**config.mk**
```make
export PLATFORM = sky130hd
export DESIGN_NAME = branch_scan_sequencer
export DESIGN_NICKNAME = d
export VERILOG_FILES = /design/src/rtl/definitions.sv /design/src/rtl/branch_depth_counter.sv /design/src/rtl/branch_scan_sequencer.sv
export SDC_FILE = /design/constraint.sdc
export NUM_CORES = 1
export LEC_CHECK = 0
export BUFFER_PORTS_ARGS = -buffer_cell sky130_fd_sc_hd__buf_2
export CELL_PAD_IN_SITES_DETAIL_PLACEMENT = 1
export CELL_PAD_IN_SITES_GLOBAL_PLACEMENT = 1
export CORE_MARGIN = 2
export CORE_UTILIZATION = 40
export DETAILED_ROUTE_END_ITERATION = 8
export PLACE_DENSITY = 0.85
export SYNTH_ARGS = -nofsm -noshare
export SYNTH_HDL_FRONTEND = slang
export SYNTH_SLANG_ARGS = --single-unit
```
**constraint.sdc**
```tcl
create_clock -name clock -period 4.75 [get_ports clock]
set_input_delay 0.475 -clock clock [delete_from_list [all_inputs] [get_ports clock]]
set_output_delay 0.475 -clock clock [all_outputs]
set_load 0.005 [all_outputs]
```
**src/rtl/definitions.sv**
```systemverilog
// Shared core definitions: opcode encodings plus branch sequencer state and depth width.
// Latency: n/a (types and constants only).
// Backpressure: n/a.
package definitions;

  localparam int BRANCH_DEPTH_W = 8;

  typedef enum logic [3:0] {
    NOP   = 4'h0,
    INC   = 4'h1,
    DEC   = 4'h2,
    LEFT  = 4'h3,
    RIGHT = 4'h4,
    OUT   = 4'h5,
    IN    = 4'h6,
    CBF   = 4'h7,
    CBB   = 4'h8,
    HALT  = 4'hf
  } op_code;

  typedef enum logic [1:0] {
    IDLE  = 2'd0,
    SCAN  = 2'd1,
    DONE  = 2'd2,
    FAULT = 2'd3
  } branch_state_e;

endpackage

```
**src/rtl/branch_depth_counter.sv**
```systemverilog
// Bracket nesting-depth counter: load to 1, step up/down, flag next-zero and overflow.
// Latency: count updates on the next clock; zero/overflow are combinational on this cycle's inc/dec.
// Backpressure: none; caller only asserts inc/dec on accepted fetches.
// Ports: clock/reset, load (depth=1), inc, dec; zero = depth becomes 0 this cycle,
//        overflow = inc requested while depth is already all-ones (count saturates).
module branch_depth_counter
  import definitions::*;
#(
  parameter int DEPTH_W = BRANCH_DEPTH_W
) (
  input  logic clock,
  input  logic reset,
  input  logic load,
  input  logic inc,
  input  logic dec,
  output logic zero,
  output logic overflow
);

  logic [DEPTH_W-1:0] count;

  // Both flags look at the value the count is about to take, so the FSM can
  // act on the match/overflow in the same cycle the opcode is fetched.
  assign overflow = inc && (count == {DEPTH_W{1'b1}});
  assign zero     = dec && !inc && (count == DEPTH_W'(1));

  always_ff @(posedge clock or posedge reset) begin
    if (reset) begin
      count <= '0;
    end else if (load) begin
      count <= DEPTH_W'(1);
    end else if (inc && !dec) begin
      if (!overflow) count <= count + DEPTH_W'(1);
    end else if (dec && !inc) begin
      count <= count - DEPTH_W'(1);
    end
  end

endmodule

```
**src/rtl/branch_scan_sequencer.sv**
```systemverilog
// Resolves CBF/CBB by scanning program memory for the matching bracket and returning a PC write.
// Latency: not-taken 1 cycle; taken N+1 cycles for N scanned opcodes, plus one per fetch wait cycle.
// Backpressure: fetch_req/fetch_addr held until fetch_valid; core stalled via busy while scanning.
// Ports: start/instruction/acc_zero/pc_in issue a branch; fetch_* is the scan read port;
//        busy/done/pc_write/pc_out report completion; error flags an unmatched or too-deep scan.
module branch_scan_sequencer
  import definitions::*;
#(
  parameter int ADDR_W  = 16,
  parameter int DEPTH_W = BRANCH_DEPTH_W
) (
  input  logic              clock,
  input  logic              reset,
  input  logic              start,
  input  op_code            instruction,
  input  logic              acc_zero,
  input  logic [ADDR_W-1:0] pc_in,
  output logic              fetch_req,
  output logic [ADDR_W-1:0] fetch_addr,
  input  logic              fetch_valid,
  input  op_code            fetch_data,
  output logic              busy,
  output logic              done,
  output logic              pc_write,
  output logic [ADDR_W-1:0] pc_out,
  output logic              error
);

  branch_state_e state;
  logic          scan_back;  // 1: CBB scanning toward address 0

  logic issue_ok, taken, issue_back, issue_at_limit;
  logic scan_hit, same_kind, opp_kind, at_limit;
  logic depth_load, depth_inc, depth_dec, depth_zero, depth_ovf;

  assign issue_ok       = start && ((state == IDLE) || (state == FAULT));
  assign issue_back     = (instruction == CBB);
  assign taken          = ((instruction == CBF) && acc_zero) || ((instruction == CBB) && !acc_zero);
  // A taken branch sitting on the address limit would have to wrap for its first fetch.
  assign issue_at_limit = issue_back ? (pc_in == '0) : (pc_in == {ADDR_W{1'b1}});

  assign scan_hit  = (state == SCAN) && fetch_req && fetch_valid;
  assign same_kind = (fetch_data == (scan_back ? CBB : CBF));
  assign opp_kind  = (fetch_data == (scan_back ? CBF : CBB));
  assign at_limit  = scan_back ? (fetch_addr == '0) : (fetch_addr == {ADDR_W{1'b1}});

  assign depth_load = issue_ok && taken;
  assign depth_inc  = scan_hit && same_kind;
  assign depth_dec  = scan_hit && opp_kind;

  branch_depth_counter #(.DEPTH_W(DEPTH_W)) u_depth (
    .clock    (clock),
    .reset    (reset),
    .load     (depth_load),
    .inc      (depth_inc),
    .dec      (depth_dec),
    .zero     (depth_zero),
    .overflow (depth_ovf)
  );

  always_ff @(posedge clock or posedge reset) begin
    if (reset) begin
      state      <= IDLE;
      scan_back  <= 1'b0;
      fetch_req  <= 1'b0;
      fetch_addr <= '0;
      busy       <= 1'b0;
      done       <= 1'b0;
      pc_write   <= 1'b0;
      pc_out     <= '0;
      error      <= 1'b0;
    end else begin
      case (state)
        IDLE, FAULT: begin
          if (start) begin
            error    <= 1'b0;
            done     <= 1'b0;
            pc_write <= 1'b0;
            if (taken && issue_at_limit) begin
              state <= FAULT;
              error <= 1'b1;
              busy  <= 1'b0;
            end else if (taken) begin
              state      <= SCAN;
              scan_back  <= issue_back;
              fetch_req  <= 1'b1;
              fetch_addr <= issue_back ? pc_in - ADDR_W'(1) : pc_in + ADDR_W'(1);
              busy       <= 1'b1;
            end else begin
              state <= DONE;
              done  <= 1'b1;
              busy  <= 1'b1;
            end
          end
        end

        SCAN: begin
          if (scan_hit) begin
            if (depth_ovf) begin
              state     <= FAULT;
              fetch_req <= 1'b0;
              busy      <= 1'b0;
              error     <= 1'b1;
            end else if (depth_zero) begin
              state     <= DONE;
              fetch_req <= 1'b0;
              done      <= 1'b1;
              pc_write  <= 1'b1;
              pc_out    <= fetch_addr + ADDR_W'(1);
            end else if (at_limit) begin
              state     <= FAULT;
              fetch_req <= 1'b0;
              busy      <= 1'b0;
              error     <= 1'b1;
            end else begin
              fetch_addr <= scan_back ? fetch_addr - ADDR_W'(1) : fetch_addr + ADDR_W'(1);
            end
          end
        end

        DONE: begin
          state    <= IDLE;
          busy     <= 1'b0;
          done     <= 1'b0;
          pc_write <= 1'b0;
        end

        default: state <= IDLE;
      endcase
    end
  end

endmodule

```
### Word level (Yosys, flattened, before mapping)

Index checks and enable logic that the tools add are counted.
Widths: inputs -> output; s select.

* $add $sub $neg: 6
* $mul: 0
* divide/modulo/power cells: 0
* order comparisons: 0
* eq/ne operators: 23
* shifts and indexed selects: 0
* muxes and demuxes: 56
* bitwise gates (word level): 2
* reduce and logical (&&, ||, !) cells: 33

Operator list (number)
* $mux 16: 9
* $add 16x1->16 const B: 2
* $eq 16x16->1 const B: 2
* $logic_not 16->1: 2
* $mux 8: 4
* $pmux 16 s2: 1
* $sub 16x1->16 const B: 2
* $mux 1: 27
* $ne 2x2->1 const B: 8
* $reduce_and 4->1: 4
* $mux 2: 7
* $logic_and 1x1->1: 13
* $ne 3x3->1 const B: 3
* $pmux 1 s3: 3
* $add 8x1->8 const B: 1
* $eq 4x4->1: 2
* $eq 8x1->1 const B: 1
* $eq 8x8->1 const B: 1
* $mux 4: 2
* $reduce_and 8->1: 1
* $sub 8x1->8 const B: 1
* $pmux 2 s3: 1
* $reduce_and 6->1: 1
* $reduce_and 5->1: 1
* 15 further kinds: 21

* register bits after elaboration: 48
* bits in latches: 0
* bits in writable memories: 0
* memory bits (read-only): 0
* input bits: 29
* output and inout bits: 37
* word-level logic and storage cells: 130
* memories: 0

### Depth between registers and ports, before layout

* word-level depth: 11
* mapped depth: 10
* mapped depth without buffers: 9

### Hierarchy

From an unflattened synthesis, not the netlist that was laid out.

* cells, all modules: 479
* area, all modules: 3858.7 µm²

Modules (own cells, without submodules)
* branch_scan_sequencer: times used 1, cells an instance 409, area each 3223.1 µm², seq. area each 1001.0 µm²
* branch_depth_counter: times used 1, cells an instance 70, area each 635.6 µm², seq. area each 200.2 µm²

### Worst setup path after synthesis

Ideal clock, no wire load.

* path type: input to register
* start: input port instruction[1]
* end: register fetch_addr[14]
* setup time: 0.126 ns
* arrival: 2.819 ns
* data required time: 4.624 ns
* setup slack: 1.805 ns
* cell stages on the path: 10
* path buffers: 1
* path through: or4b_4 clkbuf_1 xnor2_1 ha_1 or4_1 nor4_1 a22oi_1 xnor2_1 o22ai_1 a2bb2oi_1

* word-level cells in the longest chain between the ends: 6

RTL lines
* from (decl): RTL line branch_scan_sequencer.sv:15 `input op_code instruction,`
* $eq 4x4->1 / $eq 4x3->1 (equally long branches): RTL line branch_scan_sequencer.sv:37, branch_scan_sequencer.sv:38
* $mux 16 / $logic_and 1x1->1 (equally long branches): RTL line branch_scan_sequencer.sv:87, branch_scan_sequencer.sv:38
* $mux 16 / $logic_or 1x1->1 (equally long branches): RTL line branch_scan_sequencer.sv:83, branch_scan_sequencer.sv:38
* $mux 16 / $logic_and 1x1->1 (equally long branches): RTL line branch_scan_sequencer.sv:79 `if (taken && issue_at_limit) begin`
* $mux 16 / $ne 2x2->1 (equally long branches)
* $pmux 16 s2 / $reduce_and 8->1 (equally long branches)
* to (signal assigned): RTL line branch_scan_sequencer.sv:87 `fetch_addr <= issue_back ? pc_in - ADDR_W'(1) : pc_in + ADDR_W'(1);`
* to (signal assigned): RTL line branch_scan_sequencer.sv:116 `fetch_addr <= scan_back ? fetch_addr - ADDR_W'(1) : fetch_addr + ADDR_W'(1);`
* to (decl): RTL line branch_scan_sequencer.sv:19 `output logic [ADDR_W-1:0] fetch_addr,`

Several ways; a longest one is shown, not always the timed one. The select of a mux whose other input is x is not followed.
A chain may end at the register's enable or synchronous reset.

### Worst setup path after layout

* start: register state[1]
* end: register fetch_addr[8]

* word-level cells in the longest chain between the ends: 9

RTL lines
* from (decl): RTL line branch_scan_sequencer.sv:29 `branch_state_e state;`
* from (signal assigned): RTL line branch_scan_sequencer.sv:63 `state <= IDLE;`
* from (signal assigned): RTL line branch_scan_sequencer.sv:80 `state <= FAULT;`
* from (signal assigned): RTL line branch_scan_sequencer.sv:84 `state <= SCAN;`
* $eq 2x1->1: RTL line branch_scan_sequencer.sv:42, branch_scan_sequencer.sv:73
* $logic_and 1x1->1 (2 in a row): RTL line branch_scan_sequencer.sv:42 `assign scan_hit = (state == SCAN) && fetch_req && fetch_valid;`
* $logic_and 1x1->1: RTL line branch_scan_sequencer.sv:48 `assign depth_inc = scan_hit && same_kind;`
* $logic_not 1->1: RTL line branch_depth_counter.sv:25 `assign zero = dec && !inc && (count == DEPTH_W'(1));`
* $logic_and 1x1->1 (2 in a row): RTL line branch_depth_counter.sv:25
* $ne 2x2->1 (no source line)
* $reduce_and 8->1 (no source line)

Several ways; a longest one is shown, not always the timed one.

==> results by group <==
Place
  – GP Congestion: 0.872
  – Post-DP Area: 4320 µm²
  – IO Port Bufs: 65
  – Hpwl dp: 9220 µm
  – Placed Cells: 654

Routing
  – DR vias: 4013
  – Post-route ant nets: 0
  – First-pass DRT Iterations: 4
  – Post-Route WL: 12200 µm
  – Via density: 6.06
  – Wirelength per Cell: 18.5 µm
  – DRC viols: 0
  – 1st-iter DRT viols: 220

Logic synthesis
  – Mapped Nets: 526
  – Async SR Flop Fraction: 1.00
  – Top FF cell, synth: dfrtp_1
  – Cells after Synth: 489
  – EDFF count, synth: 0
  – Post-Syn Area: 3960 µm²
  – Yosys reg bits: 48
  – Post-synth cell types: 67
  – Synth warnings: 0
  – Register area share after synthesis: 0.303
  – Avg Cell Area, Syn: 8.10 µm²

Floorplanning
  – Initial core utilization: 0.409
  – Die width: 103 µm
  – CORE AREA: 9680 µm²
  – Die ar.: 10700 µm²
  – Row cnt: 36
  – Die H: 103 µm
  – IO Pins: 66

Setup path
  – Crit-path cells: inv_1 -> ha_1 -> buf_4 -> inv_1 -> nor2_1 -> o21ai_0 -> o31ai_1 -> o41ai_1 -> a211oi_1
  – Worst R2R Start: state[1]$_DFFE_PP0P_
  – Critical Path Start: state[1]$_DFFE_PP0P_
  – Setup crit end kind: register
  – Crit path max fanout: 49
  – CP arrival: 3350 ps
  – Kind of critical path: reg -> reg
  – Crit path required time: 4970 ps
  – Cell family with most CP delay: compound AO/OA/AOI/OAI gates
  – Startpoint Class: register
  – Reg-to-reg endpoint: fetch_addr[8]$_DFFE_PP0P_
  – CP max stage cell: nor2_1
  – Max incr delay on CP: 440 ps
  – CP most frequent cell: inv_1
  – Buf/Inv on CP: 3
  – Worst reg2reg path depth: 9
  – Setup slack, reg-to-reg: 1620 ps

Hold path
  – HP Class: in -> async

Finish
  – Final design utilization: 0.456
  – Filler cell count: 1241
  – Layout Nets: 565
  – Final instance area: 4410 µm²
  – Area of the multi-input gates: 2550 µm²
  – Storage cell area: 1200 µm²
  – Diode count: 0
  – Non-filler cells, final: 662
  – Ratio of cells with drive above 1 in the final layout: 0.174
  – Area grow syn2layout: 11.5%

Timing
  – Setup TNS: 0 ps
  – Worst-Margin Slew: 1060 ps
  – Tcrit/Tclk final: 0.660
  – Rel. slew slack: 0.295
  – Worst Skew: 6.17 ps
  – Final Hold Violating Endpoints: 0
  – Final setup viols: 0
  – Max Slew Vio Count: 0
  – Tmin final: 3130 ps
  – WHS: 424 ps
  – Fmax: 319 MHz
  – RSZ-0062 raised after global routing: no

Clock tree
  – Post-CTS Setup Bufs: 0
  – CTS tree: yes
  – Clock transition at path regs: 90 ps
  – Clk Latency, worst-skew pair: 310 ps
  – Worst-case clock buffer depth: 2
  – CTS hold repair buffers: 0
  – CTS root buf: clkbuf_8
  – Post-CTS Resized: 0
  – Htree depth: 2
  – Clock Sinks: 48
  – Num CTS Buffers: 5

Global routing
  – Global-route usage over all layers: 0.232
  – Gr ovfl total: 0
  – Largest net degree at the start of global routing: 50
  – Antenna violations before repair: 0
  – Vias in the first global route: 3961
  – Global-route wire length before repair: 19800 µm

Outcome
  – Status: complete, no violations

Power
  – Leak Pwr: 0.00174 µW
  – Peak supply drop: 0.138 mV
  – Pwr Density: 392 nW/µm²

Flow run
  – # Max-Cap Violations: 0
[cells by family after synthesis]
family | share of synthesized area
AOI/OAI and AO/OA | 0.236
buffers and inverters | 0.0521
and+or+nand+nor | 0.278
adders and majority gates | 0.0253
xor gates and xnor gates | 0.0819
DFF | 0.303
muxes | 0.0234
[through the flow]
step,worst slack (ps),power [µW]
finish,1620,1730
global route,1350,1850
CTS,1710,1730
detailed placement,1550,1460
global placement,1690,1420
floorplan,1800,1190
[flip-flops by register name (all words and copies together), names as in the netlist, 2 cells and up]
| name | count |
|---|---|
| fetch_addr | 16 |
| pc_out | 16 |
| state | 2 |
| u_depth.count | 8 |
[cell usage after synthesis (all sizes together), types with 4 or more instances]
cell     instances  area share
a32oi            4      0.0088
or4              4      0.0076
ha               8       0.025
nand2           51       0.048
and2             4      0.0063
xnor2           27       0.060
a2bb2oi          5       0.011
and4             4      0.0088
xor2            10       0.022
nand3           25       0.032
o211ai           7       0.013
nor4b            4       0.016
nor4            15       0.027
nand4           13       0.021
or3              6      0.0095
nor2            36       0.035
o32ai            7       0.017
o31ai            4      0.0076
a211oi           8       0.016
dfrtp           48        0.30
nor3            15       0.019
a31oi            9       0.014
clkbuf          26       0.025
mux2i            7       0.018
a22oi            4      0.0088
o22ai           13       0.021
and3            10       0.016
a21oi           24       0.030
o21ai           28       0.035
buf             10       0.014
inv             14       0.013
[worst max-delay path by stage]
| stage | slack [ps] | to | depth (start not counted) |
|---|---|---|---|
| 2_1_floorplan | 1800 | fetch_addr[14]$_DFFE_PP0P_ | 10 |
| 3_3_place_gp | 1690 | fetch_addr[14]$_DFFE_PP0P_ | 10 |
| 3_5_place_dp | 1550 | fetch_addr[14]$_DFFE_PP0P_ | 10 |
| 4_1_cts | 1710 | fetch_addr[8]$_DFFE_PP0P_ | 9 |
| 5_1_grt | 1350 | fetch_addr[8]$_DFFE_PP0P_ | 5 |
| 6_report | 1620 | fetch_addr[8]$_DFFE_PP0P_ | 9 |
[worst register-to-register path: stages, from the launching register on]
cell      delay [ps]
dfrtp_1          370
inv_1             70
ha_1             170
buf_4            420
inv_1            290
nor2_1           450
o21ai_0          440
o31ai_1          420
o41ai_1          140
a211oi_1         260
[layout make-up]
cell class | instances | area share
clock buffer | 7 | 0.0196
clock inverter | 1 | 0.00170
inverter | 14 | 0.0119
multi-input combinational | 391 | 0.578
sequential | 48 | 0.272
tap | 133 | 0.0377
timing repair buffer | 68 | 0.0788
[metal layers]
metal / wire (µm) / vias up / GRT usage
met5: 0 / - / 0
met4: 160 / 0 / 0.0567
met3: 637 / 13 / 0.0329
met2: 5860 / 116 / 0.390
met1: 5550 / 1964 / 0.315
li1: - / 1920 / -
[cell usage in the layout, fill, tap and decap left out, types with 6 or more instances in the layout]
cell type	Yosys	final
a211oi_1	7	7
o21ai_0	26	26
dfrtp_1	48	48
nor3_1	15	15
a21oi_1	24	24
ha_1	8	8
nand4_1	13	13
o22ai_1	13	13
inv_1	14	13
and3_1	10	10
clkbuf_8	0	6
a31oi_1	9	9
buf_2	9	65
o211ai_1	7	7
nand2_1	51	51
nor2_1	34	34
nand3_1	25	25
nor4_1	13	13
xor2_1	10	10
o32ai_1	6	6
mux2i_1	7	7
or3_1	6	6
xnor2_1	27	27
[report_power, final]
group | switching [µW] | total [µW] | internal (µW)
combinational | 388 | 713 | 325
sequential | 243 | 749 | 507
clock | 147 | 266 | 119
total | 778 | 1730 | 951
No activity file was read; power rests on OpenSTA's default activity.
